## config.mk

```make
export PLATFORM = sky130hd
export DESIGN_NAME = settle_monitor_flat
export DESIGN_NICKNAME = d
export VERILOG_FILES = /design/src/rtl/settle_monitor_if.sv /design/src/rtl/settle_monitor.sv /design/src/flat_wrapper.sv
export SDC_FILE = /design/constraint.sdc
export NUM_CORES = 1
export LEC_CHECK = 0
export CORE_MARGIN = 1
export CORE_UTILIZATION = 40
export DETAILED_ROUTE_END_ITERATION = 12
export PLACE_DENSITY = 0.63
export RECOVER_POWER = 100
export SLEW_MARGIN = 0
export SYNTH_ARGS = -nofsm -noshare
export SYNTH_HDL_FRONTEND = slang
export SYNTH_SLANG_ARGS = --single-unit
```

## constraint.sdc

```tcl
create_clock -name clk -period 4.87 [get_ports clk]
set_clock_uncertainty 0.15 [all_clocks]
set_input_delay 0.974 -clock clk [delete_from_list [all_inputs] [get_ports clk]]
set_output_delay 0.974 -clock clk [all_outputs]
set_load 0.02 [all_outputs]
```

## src/rtl/settle_monitor_if.sv

```systemverilog
// Measurement bus between a stimulus/checker (master) and settle_monitor (slave).
// Carries the arm controls, the sample stream and the measurement results.
interface settle_monitor_if #(
    parameter int WIDTH = 18,
    parameter int CNT_W = 24
);
    logic             start;
    logic             v_valid;
    logic [WIDTH-1:0] v_in;
    logic [WIDTH-1:0] target;
    logic [WIDTH-1:0] tol;
    logic [CNT_W-1:0] hold_n;
    logic             busy;
    logic             done;
    logic             settled;
    logic [CNT_W-1:0] settle_time;
    logic [WIDTH-1:0] v_max;
    logic [WIDTH-1:0] v_min;

    modport master (
        output start, v_valid, v_in, target, tol, hold_n,
        input  busy, done, settled, settle_time, v_max, v_min
    );

    modport slave (
        input  start, v_valid, v_in, target, tol, hold_n,
        output busy, done, settled, settle_time, v_max, v_min
    );
endinterface

```

## src/rtl/settle_monitor.sv

```systemverilog
// Settling detector for a fixed-point net: done pulses 1 clk after the deciding sample; no backpressure.
// Every v_valid sample is consumed; SETTLE_MONITOR_PEAK_EN adds signed v_max/v_min peak tracking.
module settle_monitor #(
    parameter int WIDTH       = 18,
    parameter int CNT_W       = 24,
    parameter int MAX_SAMPLES = 1000000
) (
    input  logic           clk,
    input  logic           rst_n,
    settle_monitor_if.slave mon
);
    typedef enum logic [1:0] {IDLE, TRACK, DONE_OK, DONE_TO} state_t;

    localparam logic [CNT_W-1:0] LAST_IDX = CNT_W'(MAX_SAMPLES - 1);
    localparam logic [CNT_W-1:0] TO_TIME  = CNT_W'(MAX_SAMPLES);
    localparam logic [CNT_W-1:0] ONE      = CNT_W'(1);

    state_t           state_q, state_d;
    logic [WIDTH-1:0] target_q, target_d;
    logic [WIDTH-1:0] tol_q, tol_d;
    logic [CNT_W-1:0] hold_q, hold_d;
    logic [CNT_W-1:0] idx_q, idx_d;
    logic [CNT_W-1:0] run_q, run_d;
    logic [CNT_W-1:0] run_start_q, run_start_d;
    logic             settled_q, settled_d;
    logic [CNT_W-1:0] settle_time_q, settle_time_d;

    logic [WIDTH:0]   diff;
    logic [WIDTH:0]   err;
    logic             in_band;
    logic [CNT_W-1:0] run_inc;
    logic [CNT_W-1:0] first_idx;

    // One extra bit keeps full-scale opposite-sign differences from wrapping.
    assign diff    = {mon.v_in[WIDTH-1], mon.v_in} - {target_q[WIDTH-1], target_q};
    assign err     = diff[WIDTH] ? (~diff + {{WIDTH{1'b0}}, 1'b1}) : diff;
    assign in_band = (err <= {1'b0, tol_q});
    assign run_inc   = run_q + ONE;
    assign first_idx = (run_q == '0) ? idx_q : run_start_q;

    always_comb begin
        state_d       = state_q;
        target_d      = target_q;
        tol_d         = tol_q;
        hold_d        = hold_q;
        idx_d         = idx_q;
        run_d         = run_q;
        run_start_d   = run_start_q;
        settled_d     = settled_q;
        settle_time_d = settle_time_q;

        if (mon.start) begin
            state_d       = TRACK;
            target_d      = mon.target;
            tol_d         = mon.tol;
            hold_d        = (mon.hold_n == '0) ? ONE : mon.hold_n;
            idx_d         = '0;
            run_d         = '0;
            run_start_d   = '0;
            settled_d     = 1'b0;
            settle_time_d = '0;
        end else begin
            case (state_q)
                TRACK: begin
                    if (mon.v_valid) begin
                        idx_d = idx_q + ONE;
                        if (in_band) begin
                            run_d       = run_inc;
                            run_start_d = first_idx;
                        end else begin
                            run_d = '0;
                        end
                        // Settling on the last allowed sample beats the timeout.
                        if (in_band && (run_inc >= hold_q)) begin
                            state_d       = DONE_OK;
                            settled_d     = 1'b1;
                            settle_time_d = first_idx;
                        end else if (idx_q == LAST_IDX) begin
                            state_d       = DONE_TO;
                            settled_d     = 1'b0;
                            settle_time_d = TO_TIME;
                        end
                    end
                end
                DONE_OK, DONE_TO: state_d = IDLE;
                default:          state_d = state_q;
            endcase
        end
    end

    always_ff @(posedge clk or negedge rst_n) begin
        if (!rst_n) begin
            state_q       <= IDLE;
            target_q      <= '0;
            tol_q         <= '0;
            hold_q        <= '0;
            idx_q         <= '0;
            run_q         <= '0;
            run_start_q   <= '0;
            settled_q     <= 1'b0;
            settle_time_q <= '0;
        end else begin
            state_q       <= state_d;
            target_q      <= target_d;
            tol_q         <= tol_d;
            hold_q        <= hold_d;
            idx_q         <= idx_d;
            run_q         <= run_d;
            run_start_q   <= run_start_d;
            settled_q     <= settled_d;
            settle_time_q <= settle_time_d;
        end
    end

    assign mon.busy        = (state_q == TRACK);
    assign mon.done        = (state_q == DONE_OK) || (state_q == DONE_TO);
    assign mon.settled     = settled_q;
    assign mon.settle_time = settle_time_q;

`ifdef SETTLE_MONITOR_PEAK_EN
    localparam logic [WIDTH-1:0] MOST_NEG = {1'b1, {(WIDTH-1){1'b0}}};
    localparam logic [WIDTH-1:0] MOST_POS = {1'b0, {(WIDTH-1){1'b1}}};

    logic [WIDTH-1:0] v_max_q, v_max_d;
    logic [WIDTH-1:0] v_min_q, v_min_d;

    always_comb begin
        v_max_d = v_max_q;
        v_min_d = v_min_q;
        if (mon.start) begin
            v_max_d = MOST_NEG;
            v_min_d = MOST_POS;
        end else if ((state_q == TRACK) && mon.v_valid) begin
            if ($signed(mon.v_in) > $signed(v_max_q)) v_max_d = mon.v_in;
            if ($signed(mon.v_in) < $signed(v_min_q)) v_min_d = mon.v_in;
        end
    end

    always_ff @(posedge clk or negedge rst_n) begin
        if (!rst_n) begin
            v_max_q <= MOST_NEG;
            v_min_q <= MOST_POS;
        end else begin
            v_max_q <= v_max_d;
            v_min_q <= v_min_d;
        end
    end

    assign mon.v_max = v_max_q;
    assign mon.v_min = v_min_q;
`else
    assign mon.v_max = '0;
    assign mon.v_min = '0;
`endif
endmodule

```

## src/flat_wrapper.sv

```systemverilog
// flat-port wrapper written by rule: the top's interface ports become plain ports
module settle_monitor_flat 
#(
    parameter int WIDTH       = 18,
    parameter int CNT_W       = 24,
    parameter int MAX_SAMPLES = 1000000
)
  (clk, rst_n, mon_start, mon_v_valid, mon_v_in, mon_target, mon_tol, mon_hold_n, mon_busy, mon_done, mon_settled, mon_settle_time, mon_v_max, mon_v_min);
  settle_monitor_if #(.WIDTH(WIDTH), .CNT_W(CNT_W)) mon_i ();
  input  logic clk;
  input  logic rst_n;
  input wire logic [$bits(mon_i.start)-1:0] mon_start;
  input wire logic [$bits(mon_i.v_valid)-1:0] mon_v_valid;
  input wire logic [$bits(mon_i.v_in)-1:0] mon_v_in;
  input wire logic [$bits(mon_i.target)-1:0] mon_target;
  input wire logic [$bits(mon_i.tol)-1:0] mon_tol;
  input wire logic [$bits(mon_i.hold_n)-1:0] mon_hold_n;
  output wire logic [$bits(mon_i.busy)-1:0] mon_busy;
  output wire logic [$bits(mon_i.done)-1:0] mon_done;
  output wire logic [$bits(mon_i.settled)-1:0] mon_settled;
  output wire logic [$bits(mon_i.settle_time)-1:0] mon_settle_time;
  output wire logic [$bits(mon_i.v_max)-1:0] mon_v_max;
  output wire logic [$bits(mon_i.v_min)-1:0] mon_v_min;
  assign mon_i.start = mon_start;
  assign mon_i.v_valid = mon_v_valid;
  assign mon_i.v_in = mon_v_in;
  assign mon_i.target = mon_target;
  assign mon_i.tol = mon_tol;
  assign mon_i.hold_n = mon_hold_n;
  assign mon_busy = mon_i.busy;
  assign mon_done = mon_i.done;
  assign mon_settled = mon_i.settled;
  assign mon_settle_time = mon_i.settle_time;
  assign mon_v_max = mon_i.v_max;
  assign mon_v_min = mon_i.v_min;
  settle_monitor #(.WIDTH(WIDTH), .CNT_W(CNT_W), .MAX_SAMPLES(MAX_SAMPLES)) u_core (.clk(clk), .rst_n(rst_n), .mon(mon_i));
endmodule
```

==> run metrics <==
WP data arrival=5.42 ns; vias per cell=5.11; post-synthesis sequential area ratio=39.7%; Total Power=0.00456 W; CP Capture Type=flip-flop; GPL Wtd Cong=0.856; HPWL Detailed=17.7 mm; number of max-cap violations=2; Tightest Pin Transition=2.53 ns; CP dominant cell by count=buf_4; initial antenna violation count=0; aggregate routed wire length=25.0 mm; WL/cell=15.1 um; cts bufs inserted=17; latest clock arrival within the worst-skew pair=0.44 ns; Sequential Power Share=31.5%; Slew Limit Fails=142; Area Overhead vs Synth=33.4%; total power density per cell area=341 nW/um2; top routing layer used=met4; Ports=145; Inserted Diodes=0; Switch Pwr=0.00155 W; post-route ant nets=0; vias=8,454; failing checks=max-capacitance violations, max-slew violations, negative setup slack; largest stage delay on the critical path=0.38 ns; Startpoint Class=input port; Most used DFF post-synth=dfrtp_1; first-pass GRT wire length=40.7 mm; Unique masters post-synth=78; Max transition margin=-68.7%; TritonCTS clock tree=done; Clock Tree Root=clkbuf_16; IO Port Bufs=108; clock share of power=29.7%; Gate power share=38.8%; register area=3980 um2; Leak=6.35 nW; Initial Utilization=41.0%; Final Hold Viols=0; die footprint=25,700 um2; CP Buf/Inv Count=7; maximum vdd drop=0.000210 V; Syn Std Cell Area=10,000 um2; Worst EP required=5.04 ns; layout cells sized above 1=19.5%; crit path time final=5.26 ns; clk slew on worst S/H paths=0.07 ns; Final #Nets=1,464; Final setup viols=75; core area=24,500 um2; Multi-input gate area=5900 um2; Die Y-Extent=160 um; Worst path top cell family by delay=compound AO/OA/AOI/OAI gates; number of remaining DRC errors=0; routed wl met2=12.7 mm; overflow left after global routing=0; Pre-antenna DRT Iters=5; largest net degree at the start of global routing=100; Critical-path top delay cell=fa_2; Core Util, Final=54.6%; ys async rst share=100%; Max Freq=190 MHz; Sum Neg Setup Slack=-18.26 ns; all-layer global routing usage=19.7%; final period utilization=108%; RSZ-0062 raised after global routing=true; Setup Crit Path Kind=input port to flip-flop; Pint=0.00301 W; Num Clock Sinks=159; status=finished, violations left; final worst slack=-0.387 ns; Filler cells=2,172; Post-synth EDFFs=0; Mapped Avg Cell Area=9.04 um2; WL met1=11.2 mm; DR WL met3=744 um; Switching Share=34.0%; worst-path fanout max=9; vias in the first global route=8,213; 1st-iter DRT viols=351; FP Rows=57; H-tree depth=4; Hold Path Class=flip-flop to flip-flop; CTS Buffer Depth=2; #FFs+latches synth=159; chip width=160 um; Post-Syn Instances=1,108; Syn. warnings=0
==> worst register-to-register path, cell delays in order (launching register included) <==
cell	delay [ns]
dfrtp_1	0.39
ha_4	0.15
inv_2	0.04
fa_2	0.38
a211oi_4	0.28
buf_4	0.17
o21ai_4	0.08
o311ai_2	0.28
and3_4	0.25
a31o_4	0.21
o21ai_0	0.12
xnor2_1	0.26
ha_1	0.29
nand4_1	0.13
a21oi_1	0.09
o31ai_4	0.30
o311ai_4	0.13
o221ai_2	0.18
buf_4	0.16
buf_4	0.11
o311ai_4	0.10
a21o_4	0.31
clkbuf_16	0.18
o2bb2ai_1	0.13
==> layer usage <==
metal / vias to the layer above / GRT usage (%)
met5: - / 0
met2: 136 / 34.1
met3: 30 / 3.19
li1: 4247 / -
met1: 4041 / 25.0
met4: 0 / 6.41
==> cell families (layout without fill, tap and decap cells) <==
logic type      count (synthesis)  in the layout  share of synthesized area, %
buf+inv                       157            343                          7.93
other cells                     1             36                        0.0374
mux                            44             44                          4.43
xor+xnor                       57             57                          4.98
flops                         159            159                          39.7
simple gates                  366            366                          17.6
fa+ha+maj                      65             65                          8.19
compound gates                259            260                          17.1
==> registers in the layout, indices dropped and copies added (netlist names) <==
name / cells
u_core.run_q: 24
u_core.hold_q: 24
u_core.mon.settled: 1
u_core.tol_q: 18
u_core.state_q: 2
u_core.target_q: 18
u_core.idx_q: 24
u_core.mon.settle_time: 24
u_core.run_start_q: 24
==> per-stage QoR <==
step,instance area [um2],hold WS [ns],worst slack (ns),std cells
2_1_floorplan,10300,0.334,-0.305,1143
3_3_place_gp,12100,0.326,-1.20,1594
3_5_place_dp,12100,0.326,-1.33,1594
4_1_cts,13200,0.346,-0.269,1647
5_1_grt,13400,0.353,-0.606,1654
6_report,13400,0.336,-0.387,1654
==> Yosys cell counts, types with 3 or more instances <==
| cell type | number | area (um2) |
|---|---|---|
| a211oi_1 | 6 | 45.0 |
| a21o_1 | 9 | 67.6 |
| a21oi_1 | 45 | 225 |
| a22o_1 | 20 | 175 |
| a311oi_1 | 8 | 70.1 |
| a31oi_1 | 5 | 31.3 |
| and2_1 | 9 | 56.3 |
| and3_1 | 11 | 68.8 |
| buf_2 | 6 | 30.0 |
| buf_4 | 38 | 285 |
| buf_6 | 3 | 33.8 |
| clkbuf_1 | 34 | 128 |
| dfrtp_1 | 159 | 3980 |
| ha_1 | 64 | 801 |
| inv_1 | 73 | 274 |
| mux2_2 | 3 | 33.8 |
| mux2i_1 | 41 | 410 |
| nand2_1 | 125 | 469 |
| nand2b_1 | 5 | 31.3 |
| nand3_1 | 36 | 180 |
| nand4_1 | 13 | 81.3 |
| nor2_1 | 84 | 315 |
| nor2b_1 | 12 | 75.1 |
| nor3_1 | 15 | 75.1 |
| nor3b_1 | 3 | 22.5 |
| nor4_1 | 14 | 87.6 |
| o2111ai_1 | 6 | 52.6 |
| o211ai_1 | 4 | 30.0 |
| o21a_1 | 4 | 30.0 |
| o21ai_0 | 94 | 470 |
| o21ai_1 | 10 | 50.1 |
| o2bb2ai_1 | 17 | 149 |
| o31a_1 | 3 | 26.3 |
| or2_2 | 13 | 81.3 |
| or3_1 | 8 | 50.1 |
| xnor2_1 | 30 | 263 |
| xor2_1 | 27 | 236 |
==> path summary, 6_finish.rpt <==
check	from	endpoint	slack (ns)	depth (start not counted)
worst max-delay path	mon_v_in[0]	u_core.mon.settle_time[22]$_DFFE_PN0P_	-0.39	25
worst min-delay path	u_core.mon.settle_time[0]$_DFFE_PN0P_	u_core.mon.settle_time[0]$_DFFE_PN0P_	0.34	1
worst max register to register	u_core.target_q[0]$_DFFE_PN0P_	u_core.mon.settle_time[22]$_DFFE_PN0P_	-0.13	23
worst min register to register	u_core.mon.settle_time[0]$_DFFE_PN0P_	u_core.mon.settle_time[0]$_DFFE_PN0P_	0.34	1
max in group asynchronous	rst_n	u_core.run_start_q[7]$_DFFE_PN0P_	0.89	2
min in group asynchronous	rst_n	u_core.target_q[4]$_DFFE_PN0P_	1.14	1
==> timing repair <==
item,in CTS,in global routing
setup buffers,18,5
resized for setup,65,38
gates cloned,3,4
setup endpoints to repair,75,75
hold buffers,0,0
pin swaps,36,17
==> power groups by stage <==
stage | combinational [W] | clock [W] | sequential [W]
3_5_place_dp | 0.00141 | 0 | 0.00146
6_report | 0.00177 | 0.00136 | 0.00144
5_1_grt | 0.00191 | 0.00143 | 0.00145
2_1_floorplan | 0.000920 | 0 | 0.00146
4_1_cts | 0.00169 | 0.00138 | 0.00143
3_3_place_gp | 0.00139 | 0 | 0.00146
==> cell type report <==
cell class	instances	area share, %
multi-input combinational	828	44.2
sequential	159	29.8
timing repair buffer	238	16.5
clock buffer	17	3.18
tap	324	3.03
inverter	73	2.14
clock inverter	15	1.23
==> placed cells by master (no fill, tap or decap), types with 9 or more instances in the layout <==
cell	netlist	routed
xor2_1	27	27
o2bb2ai_1	17	17
a21oi_2	1	9
mux2i_1	41	41
conb_1	1	36
inv_1	73	71
nand2_1	125	124
nor3_1	15	13
buf_4	38	107
o21ai_0	94	86
buf_6	3	12
dlygate4sd3_1	1	27
a21oi_1	45	33
nor2_1	84	82
or2_2	13	13
xnor2_1	30	27
nor4_1	14	14
ha_1	64	54
ha_4	0	10
dfrtp_1	159	159
and3_1	11	11
nor2b_1	12	12
a22o_1	20	20
nand3_1	36	35
o21ai_1	10	11
nand4_1	13	13
a21o_1	9	10
clkbuf_16	0	19
clkdlybuf4s50_1	0	68
Power figures use the tool's default switching activity.
==> edit, RTL diff (same flow settings) <==
`CNT_W` is set to 24 in 3 places; all go to 32.
--- a/src/rtl/settle_monitor_if.sv
+++ b/src/rtl/settle_monitor_if.sv
@@ -3,5 +3,5 @@
 interface settle_monitor_if #(
     parameter int WIDTH = 18,
-    parameter int CNT_W = 24
+    parameter int CNT_W = 32
 );
     logic             start;
--- a/src/rtl/settle_monitor.sv
+++ b/src/rtl/settle_monitor.sv
@@ -3,5 +3,5 @@
 module settle_monitor #(
     parameter int WIDTH       = 18,
-    parameter int CNT_W       = 24,
+    parameter int CNT_W       = 32,
     parameter int MAX_SAMPLES = 1000000
 ) (
--- a/src/flat_wrapper.sv
+++ b/src/flat_wrapper.sv
@@ -3,5 +3,5 @@
 #(
     parameter int WIDTH       = 18,
-    parameter int CNT_W       = 24,
+    parameter int CNT_W       = 32,
     parameter int MAX_SAMPLES = 1000000
 )
Interface: changed (resized mon_hold_n and mon_settle_time); port bits go from 145 to 161. The function was not compared with the original's and may differ.
==> edit against the original RTL <==
The run still ends with capacitance limit, slew limit, setup timing left; synthesized area is 24% higher; critical endpoint is now u_core.mon.settle_time[3]$_DFFE_PN0P_; setup slack gained 0.15 ns; total power is 15% higher; die area grew 23%; final area increased by 20%; sequential cell count rose by 40; critical path type unchanged; largest power group unchanged; synthesized cell count increased by 21%; routed wire length increased by 19%.
==> edit: results <==
synthesis:
  synth_compound_area_share_pct: 12.4
  ys_seq_area_share_pct: 40.2
  synth_common_cells: "dfrtp_1 (199), nand2_1 (136), nor2_1 (136)"
  syn_inst: 1340
  synth_cell_types: 76
  muxShareOfSynthArea_pct: 8.52
  synth_xor_area_share_pct: 5.94
outcome:
  status: "complete, but fails checks"
  violations: "capacitance limit, slew limit, setup timing"
setup_path:
  crit_fanout: 6
  crit_start: "mon_v_in[7]"
  crit_path_end: "u_core.mon.settle_time[3]$_DFFE_PN0P_"
global_routing:
  grtUsageMet1_pct: 25.5
  track_usage_pct: 19.1
  use_met3_pct: 3.35
  grt_pass1_wl_mm: 48.3
placement:
  place.detailed.hpwl_mm: 20.3
  portBuffers: 124
  placed_area_sq_mm: 0.0146
  place_congestion: 0.843
layout:
  final_area_sq_mm: 0.0160
  n_sequential_cell: 199
  final_cells: 1956
  buffers_excl_clock: 260
  multi_input_area_sq_mm: 0.00712
  seq_area_share_pct: 31.0
  num-nonclk-inverters: 86
  buffer_area_share_pct: 15.7
  layout.filler_cells: 2724
  drive_above_1_share_pct: 19.6
pwr:
  cellLeakagePower_nw: 7.50
  peakVddDrop_mv: 0.364
route:
  wl_met3_um: 934
  vias: 9907
  wl_per_cell_um: 15.2
  dr_wl_met2_mm: 14.2
  first_iter_violations: 412
flow_run:
  maxCapViolCount: 1
sta:
  relSlewSlack_pct: -96.3
  finalSetupTns_ns: -14.80
  setup-violations-final: 99
  slew_viol_final: 117
  fin_ws_ns: -0.233
cts:
  clock_latency_ns: 0.46
worst_hold_path:
  min_path_cells: 2
die:
  taps: 396
-- edit: cell count changes after synthesis, moves of 10 or more --
cell | unedited run | this run
clkbuf_1 | 34 | 55
xnor2_1 | 30 | 45
o2bb2ai_1 | 17 | 0
o21ai_0 | 94 | 84
nor2_1 | 84 | 136
mux2_2 | 3 | 17
nand2_1 | 125 | 136
dfrtp_1 | 159 | 199
inv_1 | 73 | 86
mux2i_1 | 41 | 83
xor2_1 | 27 | 39
or2_2 | 13 | 27
-- edit: what timing repair did --
action	in CTS	in global routing
resized for setup	79	42
endpoints found under the hold margin	0	0
pin swaps	33	42
cloned	5	3
setup buffers	21	12
setup endpoints to repair	99	99
-- edit: power groups by stage --
stage	combinational, mW	clock, mW	sequential, mW
floorplan	1.02	0	1.79
global placement	1.47	0	1.80
detailed placement	1.50	0	1.80
CTS	1.87	1.45	1.77
global route	2.20	1.52	1.78
finish	2.05	1.42	1.77
